<file path="config.mk">
export PLATFORM = sky130hd
export DESIGN_NAME = gac_dmux_1t8_32_buf
export DESIGN_NICKNAME = d
export VERILOG_FILES = /design/src/rtl/gac_dmux_1t8_32_buf_pkg.sv /design/src/rtl/gac_dmux_lane_reg.sv /design/src/rtl/gac_dmux_1t8_32_buf.sv
export SDC_FILE = /design/constraint.sdc
export NUM_CORES = 1
export LEC_CHECK = 0
export BUFFER_PORTS_ARGS = -buffer_cell sky130_fd_sc_hd__buf_2
export CELL_PAD_IN_SITES_DETAIL_PLACEMENT = 1
export CELL_PAD_IN_SITES_GLOBAL_PLACEMENT = 1
export CORE_ASPECT_RATIO = 1.2
export CORE_UTILIZATION = 35
export DETAILED_ROUTE_END_ITERATION = 12
export GPL_TIMING_DRIVEN = 1
export PLACE_DENSITY_LB_ADDON = 0.3
export SKIP_CTS_REPAIR_TIMING = 1
export SYNTH_ARGS = -nofsm -noshare
export SYNTH_HDL_FRONTEND = slang
export SYNTH_SLANG_ARGS = --single-unit
</file>
<file path="constraint.sdc">
create_clock -name clk -period 5.8 [get_ports clk]
set_clock_uncertainty 0.2 [all_clocks]
set_input_delay 0.87 -clock clk [delete_from_list [all_inputs] [get_ports clk]]
set_output_delay 0.87 -clock clk [all_outputs]
set_load 0.03 [all_outputs]
</file>
<file path="src/rtl/gac_dmux_1t8_32_buf_pkg.sv">
// Shared constants, lane state encoding and lane slicing helper for the
// 1-to-8 registered demultiplexer.
package gac_dmux_1t8_32_buf_pkg;

    localparam int unsigned WIDTH = 32;
    localparam int unsigned LANES = 8;
    localparam int unsigned SEL_W = 3;

    typedef enum logic {
        LANE_EMPTY = 1'b0,
        LANE_FULL  = 1'b1
    } lane_state_t;

    // Lane i occupies out_data[lane_base(i) +: WIDTH]
    function automatic int unsigned lane_base(input int unsigned i);
        return WIDTH * i;
    endfunction

endpackage

</file>
<file path="src/rtl/gac_dmux_lane_reg.sv">
// One-entry holding register with valid flag; a draining lane counts as free
// so a new word can replace it on the same edge.
module gac_dmux_lane_reg #(
    parameter int unsigned WIDTH = gac_dmux_1t8_32_buf_pkg::WIDTH
) (
    input  logic             clk,
    input  logic             reset_n,
    input  logic             load,
    input  logic [WIDTH-1:0] wdata,
    input  logic             drain_ready,
    output logic             valid,
    output logic [WIDTH-1:0] data,
    output logic             free
);
    import gac_dmux_1t8_32_buf_pkg::*;

    lane_state_t      state_q;
    lane_state_t      state_d;
    logic [WIDTH-1:0] data_q;

    always_ff @(posedge clk or negedge reset_n) begin
        if (!reset_n) begin
            state_q <= LANE_EMPTY;
            data_q  <= '0;
        end else begin
            state_q <= state_d;
            if (load) begin
                data_q <= wdata;
            end
        end
    end

    // Load wins over drain; drained data is kept, only the flag drops
    always_comb begin
        state_d = state_q;
        if (load) begin
            state_d = LANE_FULL;
        end else if (state_q == LANE_FULL && drain_ready) begin
            state_d = LANE_EMPTY;
        end
    end

    assign valid = (state_q == LANE_FULL);
    assign data  = data_q;
    assign free  = !valid || drain_ready;

endmodule

</file>
<file path="src/rtl/gac_dmux_1t8_32_buf.sv">
// Registered 1-to-8 demultiplexer with valid/ready handshake: unicast to one
// lane or all-or-nothing broadcast, plus registered lane occupancy count.
module gac_dmux_1t8_32_buf #(
    parameter int unsigned WIDTH = gac_dmux_1t8_32_buf_pkg::WIDTH,
    parameter int unsigned LANES = gac_dmux_1t8_32_buf_pkg::LANES,
    parameter int unsigned SEL_W = gac_dmux_1t8_32_buf_pkg::SEL_W
) (
    input  logic                   clk,
    input  logic                   reset_n,
    input  logic                   in_valid,
    output logic                   in_ready,
    input  logic [WIDTH-1:0]       in_data,
    input  logic [SEL_W-1:0]       in_sel,
    input  logic                   in_bcast,
    output logic [LANES-1:0]       out_valid,
    input  logic [LANES-1:0]       out_ready,
    output logic [LANES*WIDTH-1:0] out_data,
    output logic [3:0]             occupancy
);
    import gac_dmux_1t8_32_buf_pkg::*;

    logic [LANES-1:0] free;
    logic [LANES-1:0] load;
    logic [LANES-1:0] valid_next;
    logic [3:0]       occ_next;
    logic             accept;

    assign in_ready = reset_n && (in_bcast ? (&free) : free[in_sel]);
    assign accept   = in_valid && in_ready;

    for (genvar i = 0; i < LANES; i++) begin : g_lane
        assign load[i] = accept && (in_bcast || (in_sel == SEL_W'(i)));

        gac_dmux_lane_reg #(
            .WIDTH(WIDTH)
        ) u_lane (
            .clk        (clk),
            .reset_n    (reset_n),
            .load       (load[i]),
            .wdata      (in_data),
            .drain_ready(out_ready[i]),
            .valid      (out_valid[i]),
            .data       (out_data[lane_base(i) +: WIDTH]),
            .free       (free[i])
        );
    end

    // Occupancy tracks the valid vector the lanes will hold after this edge
    always_comb begin
        valid_next = load | (out_valid & ~out_ready);
        occ_next   = '0;
        for (int unsigned i = 0; i < LANES; i++) begin
            occ_next = occ_next + {3'b000, valid_next[i]};
        end
    end

    always_ff @(posedge clk or negedge reset_n) begin
        if (!reset_n) begin
            occupancy <= '0;
        end else begin
            occupancy <= occ_next;
        end
    end

endmodule

</file>
==> summary.md, run 1 <==
| Metric | Value |
|---|---|
| Final period util | between 80 and 90% |
| Number of global-route vias before repair | 14200 |
| Detailed-route via count | 14600 |
| Area growth, synth to finish | 19.0% |
| Sequential fraction of the synthesis area | 47.4% |
| Synth Area in Compound Gates | about a quarter |
| Worst hold slack | roughly 280 ps |
| Clk buf depth | 3 |
| LEAKAGE | 6.90 nW |
| Mux cell area share after synthesis | less than 1% |
| Dominant cell type by area after synthesis | dfrtp_1 |
| Top-count cell post-synth | dfrtp_1 |
| Layout fillers | 4600 |
| WS Path Type | in2reg |
| Largest family of logic cells by synthesized area | compound AO/OA/AOI/OAI gates |
| Post-synth cell types | 39 |
| Met1 Usage GRT | around two fifths |
| Initial antenna violation count | 8 |
| Via/cell ratio | between 6 and 7 |
| Yosys warnings | 0 |
| Max-slew violation count | 0 |
| Drt initial violations | between 1500 and 2000 |
| Yosys reg bits | 268 |
| Largest net degree at the start of global routing | between 200 and 250 |
| Worst r2r dst | occupancy[2]$_DFF_PN0_ |
| Post-synth top area share | 47.4% |
| Routability cong. | about 0.86 |
| Dpl hpwl | between 30000 and 40000 microns |
| Post-DP Area | 15800 sq um |
| VDD IR-drop max | roughly 0.00022 V |
| Clock sink total | around 270 |
| R2r startpoint | g_lane[1].u_lane.valid$_DFFE_PN0P_ |
| WP data required | slightly above 6000 ps |
| TritonCTS buffer count | 31 |
| Critical path fanouts, max | 12 |
| Final number of hold-violating endpoints | 0 |
| Cell Area, Synth | 14200 sq um |
| Final instance area | roughly 17000 sq um |
| Final nets | between 1500 and 2000 |
| DIE AREA | just over 40000 sq um |
| Number of placed instances, taps included | 2093 |
| Outcome | completed |
| Worst r2r path cells | 15 |
| Pre-CTS WS | around 440 ps |
| DRC | 0 |
| Die Y | ~220 microns |
| Critical path capture point type | register |
| Synth Area in Adders | less than 1% |
| Tot Pwr | 6.75 mW |
| Worst skew pair latency | roughly 560 ps |
| Max-cap violations | 0 |
| XOR/XNOR Fraction of Synth Area | 0.0619% |
| Final setup fails | 0 |
| HP Class | in2async |
| Cells after synthesis | 1424 |
| Crit path DAT | 5080 ps |
| Clock slew at reported path FFs | approximately 60 ps |
| Pwr per Cell Area | between 400 and 500 nW/um^2 |
| Row count | 80 |
| Post-synthesis simple-gate area fraction | 19.1% |
| Final setup TNS | 0 ps |
| RSZ-0062 raised after global routing | no |
| I/O Buffers | around 320 |
| Met2 Track Usage GR | between 40% and 50% |
| Ys flop type | dfrtp_1 |
| WL per Instance | just under 30 microns |
| Grt peak-use layer | met2 |
| Utilization after layout | 42.3% |
| PnR worst setup slack | around 1000 ps |
| First-pass GRT wire length | between 90000 and 100000 microns |
| Met3 Track Usage GR | under 10% |
| Period minus WS final | a little under 5000 ps |
| FF-to-FF setup slack | ~1200 ps |
| Share of layout cells above drive strength 1 | approximately 26% |
| Synth area leaders | dfrtp_1 (47%), o311ai_1 (14%), nand4_1 (11%) |
| H-Tree Depth | 1 |
| Remaining Overflow, GRT | 0 |
| Tot GR Track Use | 30.3% |
| EDFF count, synth | 0 |
| Slew @ Worst Pin | roughly 1200 ps |
| Antenna Violating Nets Remaining | 0 |
| Core box area | ~40000 sq um |
| Die Width | roughly 190 microns |
| Drt pass-1 iters | 6 |
| Ys async rst share | 100% |
| Post-Route WL | 64200 microns |
| Mapped Nets | 1478 |
| Clk root buf | clkbuf_16 |
| CTS tree | done |
| CP Launch Type | input pin |
| Most instantiated cells after synthesis | dfrtp_1 (268), nand4_1 (257), o311ai_1 (230) |
| Syn Area/Cell | 9.94 sq um |
| Slew Limit Headroom | between 10% and 20% |
| FMAX | between 200 and 250 MHz |
| Num ports | 316 |
| Initial cell density of the core | a little over a third |
| Finished Layout Cells | 2153 |
==> cells in the final DEF, fill, tap and decap left out, drive strengths merged, types with 2 or more instances in the layout <==
cell type  count
a32oi        102
nand3          2
and2          33
o311ai       230
inv           10
bufinv         2
nor2           2
diode          7
buf          351
a2bb2oi       26
o211ai        26
ha             3
nand2b        13
fa             4
o21a           5
dfrtp        268
clkbuf        43
nand2        190
nor2b          3
o21ai         11
a21oi          7
a31oi          2
nand4        257
a21o           3
clkinv         7
==> how the worst max path moves through the flow <==
stage	slack, ps	endpoint	start	depth (start not counted)
global placement	510	occupancy[2]$_DFF_PN0_	in_sel[1]	16
finish	1000	occupancy[2]$_DFF_PN0_	in_sel[1]	16
floorplan	790	occupancy[2]$_DFF_PN0_	in_sel[0]	17
detailed placement	440	occupancy[2]$_DFF_PN0_	in_sel[1]	16
CTS	1020	occupancy[2]$_DFF_PN0_	in_sel[1]	16
global route	810	occupancy[2]$_DFF_PN0_	in_sel[1]	16
==> cell type report <==
cell class	instances	area (sq um)	area share, %
clock inverters	10	103	0.609
multi-input cells	931	6480	38.5
repair buffers	351	1930	11.5
well taps	533	667	3.96
diodes	7	17.5	0.104
inverters	10	37.5	0.223
clock buffers	43	901	5.35
flip-flops and latches	268	6710	39.8
==> registers in the layout (all words and copies together), names as in the netlist <==
signal	cells
g_lane.u_lane.data	256
occupancy	4
g_lane.u_lane.valid	8
==> report_power, final <==
part | switching [mW] | leakage (nW) | internal, mW | total [mW]
Clock | 0.832 | 0.500 | 1.16 | 1.99
Combinational | 1.63 | 3.74 | 0.659 | 2.29
Sequential | 0.273 | 2.66 | 2.19 | 2.46
==> metal layers <==
layer	up-vias	wire, microns
met5	-	30
li1	6145	-
met3	142	5410
met1	7610	26100
met2	744	29700
met4	4	2920
==> kinds of logic after synthesis <==
family                     after synthesis
AOI/OAI and AO/OA                      413
xor gates and xnor gates                 1
adders and majority gates                7
buffers and inverters                  225
DFF                                    268
muxes                                    2
and+or+nand+nor                        508
==> critical path, stage by stage <==
cell and delay (ps):
buf_2 280, nor4bb_1 100, or4_1 600, a21o_4 230, and3_1 230, o21a_1 240, fa_1 540, inv_1 60
fa_1 550, inv_1 70, fa_1 460, inv_1 70, ha_1 160, inv_1 50, fa_1 370, xnor2_1 190
Power figures use the tool's default switching activity.
==> run 2: changes to the inputs <==
- ABC_AREA: unset -> 1
- clock period: 5.8 -> 4.9 ns (I/O delays scaled with it)
==> run 2 against run 1 <==
Total power is 19% higher. Synthesized cell count is 12% lower. Final cell count is 10% lower. Clock-buffer cell count is 4 higher. Hold slack worse by 5.4 ps. Flip-flop and latch count stayed put. Non-clock buffer count is 22 lower. Die area is 23% lower. Highest routed layer is now met4.
==> summary.md, run 2 <==
| Metric | Value |
|---|---|
| Outcome | completed |
| Post-Route WL | 37900 microns (-41%) |
| Core box area | 30500 sq um (-23%) |
| Period minus WS final | about 4400 ps |
| DRC | 0 (unchanged) |
| CP Buf/Inv Count | 8 (+3) |
| Die Width | 163 microns (-12%) |
| Pwr per Cell Area | 602 nW/um^2 (+50%) |
| WL per Instance | 19.6 microns (-34%) |
| Utilization after layout | 43.8% (+1.5 points) |
| CP Launch Type | input pin |
| Mapped Nets | 1301 (-12%) |
| Max-cap violations | 0 (unchanged) |
| Slowest-stage cell, CP | dlygate4sd3_1 |
| Clock sink total | 268 (unchanged) |
| Syn Area/Cell | 8.71 sq um (-12%) |
| Critical path fanouts, max | 13 (+1) |
| Largest net degree at the start of global routing | 71 (-66%) |
| CP Cell Sequence | dlygate4sd3_1, buf_8, a21boi_4, buf_4, nand4_1, nand2_1, inv_1, fa_1, inv_1, fa_1, inv_1, fa_1, inv_1, ha_1, inv_1, fa_1, xnor2_1 |
| First-pass GRT wire length | 58800 microns (-38%) |
| DIE AREA | 31800 sq um (-23%) |
| Sequential fraction of the synthesis area | 61.7% (+14 points) |
| Clock slew at reported path FFs | 60 ps (about the same) |
| Crit path DAT | 4580 ps (-500 ps) |
| Drt pass-1 iters | 4 (-2) |
| Initial cell density of the core | 35.6% (+0.11 points) |
| Yosys warnings | 0 (unchanged) |
| Met2 Track Usage GR | 42.9% (-3.8 points) |
| I/O Buffers | 315 (unchanged) |
| Area growth, synth to finish | 23.0% |
| Final period util | a little under 90% |
| Final setup TNS | 0 ps (unchanged) |
| Final setup fails | 0 (unchanged) |
| WS Path Type | in2reg |
| Grt peak-use layer | met2 |
| Final nets | 1572 (-4.6%) |
| Slew @ Worst Pin | 1140 ps (-57.6 ps) |
| Final number of hold-violating endpoints | 0 (unchanged) |
| CTS tree | done |
| EDFF count, synth | 0 (unchanged) |
| Detailed-route via count | 9119 (-38%) |
| Antenna Violating Nets Remaining | 0 (unchanged) |
| Cells after synthesis | 1247 (-12%) |
| Ant diodes | 0 (-7) |
| Drt initial violations | 458 (-71%) |
| Initial antenna violation count | 0 (-8) |
| Num ports | 316 (unchanged) |
| H-Tree Depth | 1 (unchanged) |
| Top-count cell post-synth | nand2_1 |
| LEAKAGE | 7.86 nW (+14%) |
| Row count | 70 (-13%) |
| Slew Limit Headroom | 23.5% (+3.8 points) |
| Remaining Overflow, GRT | 0 (unchanged) |
| Max-slew violation count | 0 (unchanged) |
| Ys flop type | dfrtp_1 |
| VDD IR-drop max | 0.000279 V (+25%) |
| Most instantiated cells after synthesis | nand2_1 (800), dfrtp_1 (268), inv_1 (36) |
| Dpl hpwl | 25100 microns (-35%) |
| Number of global-route vias before repair | 9714 (-31%) |
| Post-synth top area share | 61.7% (+14 points) |
| Max reg flops | 256 (unchanged) |
| TritonCTS buffer count | 29 (-6.5%) |
| Met3 Track Usage GR | 4.89% (-1.6 points) |
| Clk root buf | clkbuf_16 |
| Yosys reg bits | 268 (unchanged) |
| Die Y | 195 microns (-12%) |
| RSZ-0062 raised after global routing | no |
| Cell Area, Synth | 10900 sq um (-23%) |
| Ys async rst share | 100% (unchanged) |
| Clk buf depth | 3 (unchanged) |
| Post-synth cell types | 20 (-49%) |
| Worst skew pair latency | 540 ps (-20 ps) |
| Met1 Usage GRT | 30.4% (-10 points) |
| Crit path largest cell delay | 560 ps (-40 ps) |
| WP data required | 5120 ps (-960 ps) |
| Dominant cell type by area after synthesis | dfrtp_1 |
| Synth area leaders | dfrtp_1 (62%), nand2_1 (28%), buf_6 (2.5%) |
| Most common cell after layout, fill and taps aside | nand2_1 |
| Worst path top cell family by delay | adder cells |
| Tot GR Track Use | 24.4% (-6.0 points) |
| Via/cell ratio | 4.72 (-31%) |
| HP Class | reg2reg |
| Most frequent cells in the layout | nand2_1 (800), buf_2 (314), dfrtp_1 (268) |
| FMAX | ~230 MHz |
| Routability cong. | 0.826 (-4.4%) |
| Share of layout cells above drive strength 1 | 24.7% (-1.1 points) |
| Most frequent CP cell | inv_1 |
| Critical path capture point type | register |
-- run 2: layer usage --
layer  part of all wire (%)  vias up
li1                       -     4239
met4                    2.0        0
met5                      0        -
met3                    6.1       44
met1                     41     4590
met2                     51      246
-- run 2: worst paths after layout --
kind	start	end	slack, ps	cells past startpoint
worst max-delay path	reset_n	occupancy[2]$_DFF_PN0_	540	17
worst min-delay path	g_lane[0].u_lane.data[25]$_DFFE_PN0P_	g_lane[0].u_lane.data[25]$_DFFE_PN0P_	270	2
worst max register to register	g_lane[5].u_lane.valid$_DFFE_PN0P_	occupancy[2]$_DFF_PN0_	680	19
worst min register to register	g_lane[0].u_lane.data[25]$_DFFE_PN0P_	g_lane[0].u_lane.data[25]$_DFFE_PN0P_	270	2
max in group asynchronous	reset_n	g_lane[1].u_lane.data[15]$_DFFE_PN0P_	2200	4
min in group asynchronous	reset_n	g_lane[2].u_lane.data[5]$_DFFE_PN0P_	390	2
-- run 2: cell families (layout without fill, tap and decap cells) --
| logic type | after synthesis | in the layout | share of synthesized area, % |
|---|---|---|---|
| buffers and inverters | 125 | 415 | 6.66 |
| adders and majority gates | 7 | 7 | 1.08 |
| DFF | 268 | 268 | 61.7 |
| xor gates and xnor gates | 1 | 1 | 0.0806 |
| and+or+nand+nor | 837 | 837 | 29.9 |
| AOI/OAI and AO/OA | 9 | 9 | 0.541 |
-- run 2: layout make-up --
cell class	count	area [sq um]
Clock buffer	47	873
Clock inverter	3	18.8
Timing Repair Buffer	329	1690
Multi-Input combinational cell	854	3440
Fill cell	3714	17100
Inverter	36	135
Sequential cell	268	6710
Tap cell	396	495
-- run 2: power by group --
group	switching (mW)	internal (mW)	total, mW
Combinational	2.11	0.713	2.82
Clock	0.880	1.20	2.08
Sequential	0.325	2.81	3.13
-- run 2: per-stage QoR --
step                      instances  setup WS (ps)  hold slack [ps]  cell area [sq um]  power, mW
after CTS                      1932            642             -224              13300       8.13
after global placement         1882            274              257              12500       5.93
after floorplan                1247            503              239              10900       4.99
final                          1933            543              274              13400       8.04
after global routing           1933            356              292              13400       8.45
after detailed placement       1882            230              260              12500       6.00
-- run 2: tightest hold or removal path: stages, from the launching register on --
cell,delay (ps)
dfrtp_1,340
nand2_1,50
nand2_1,50
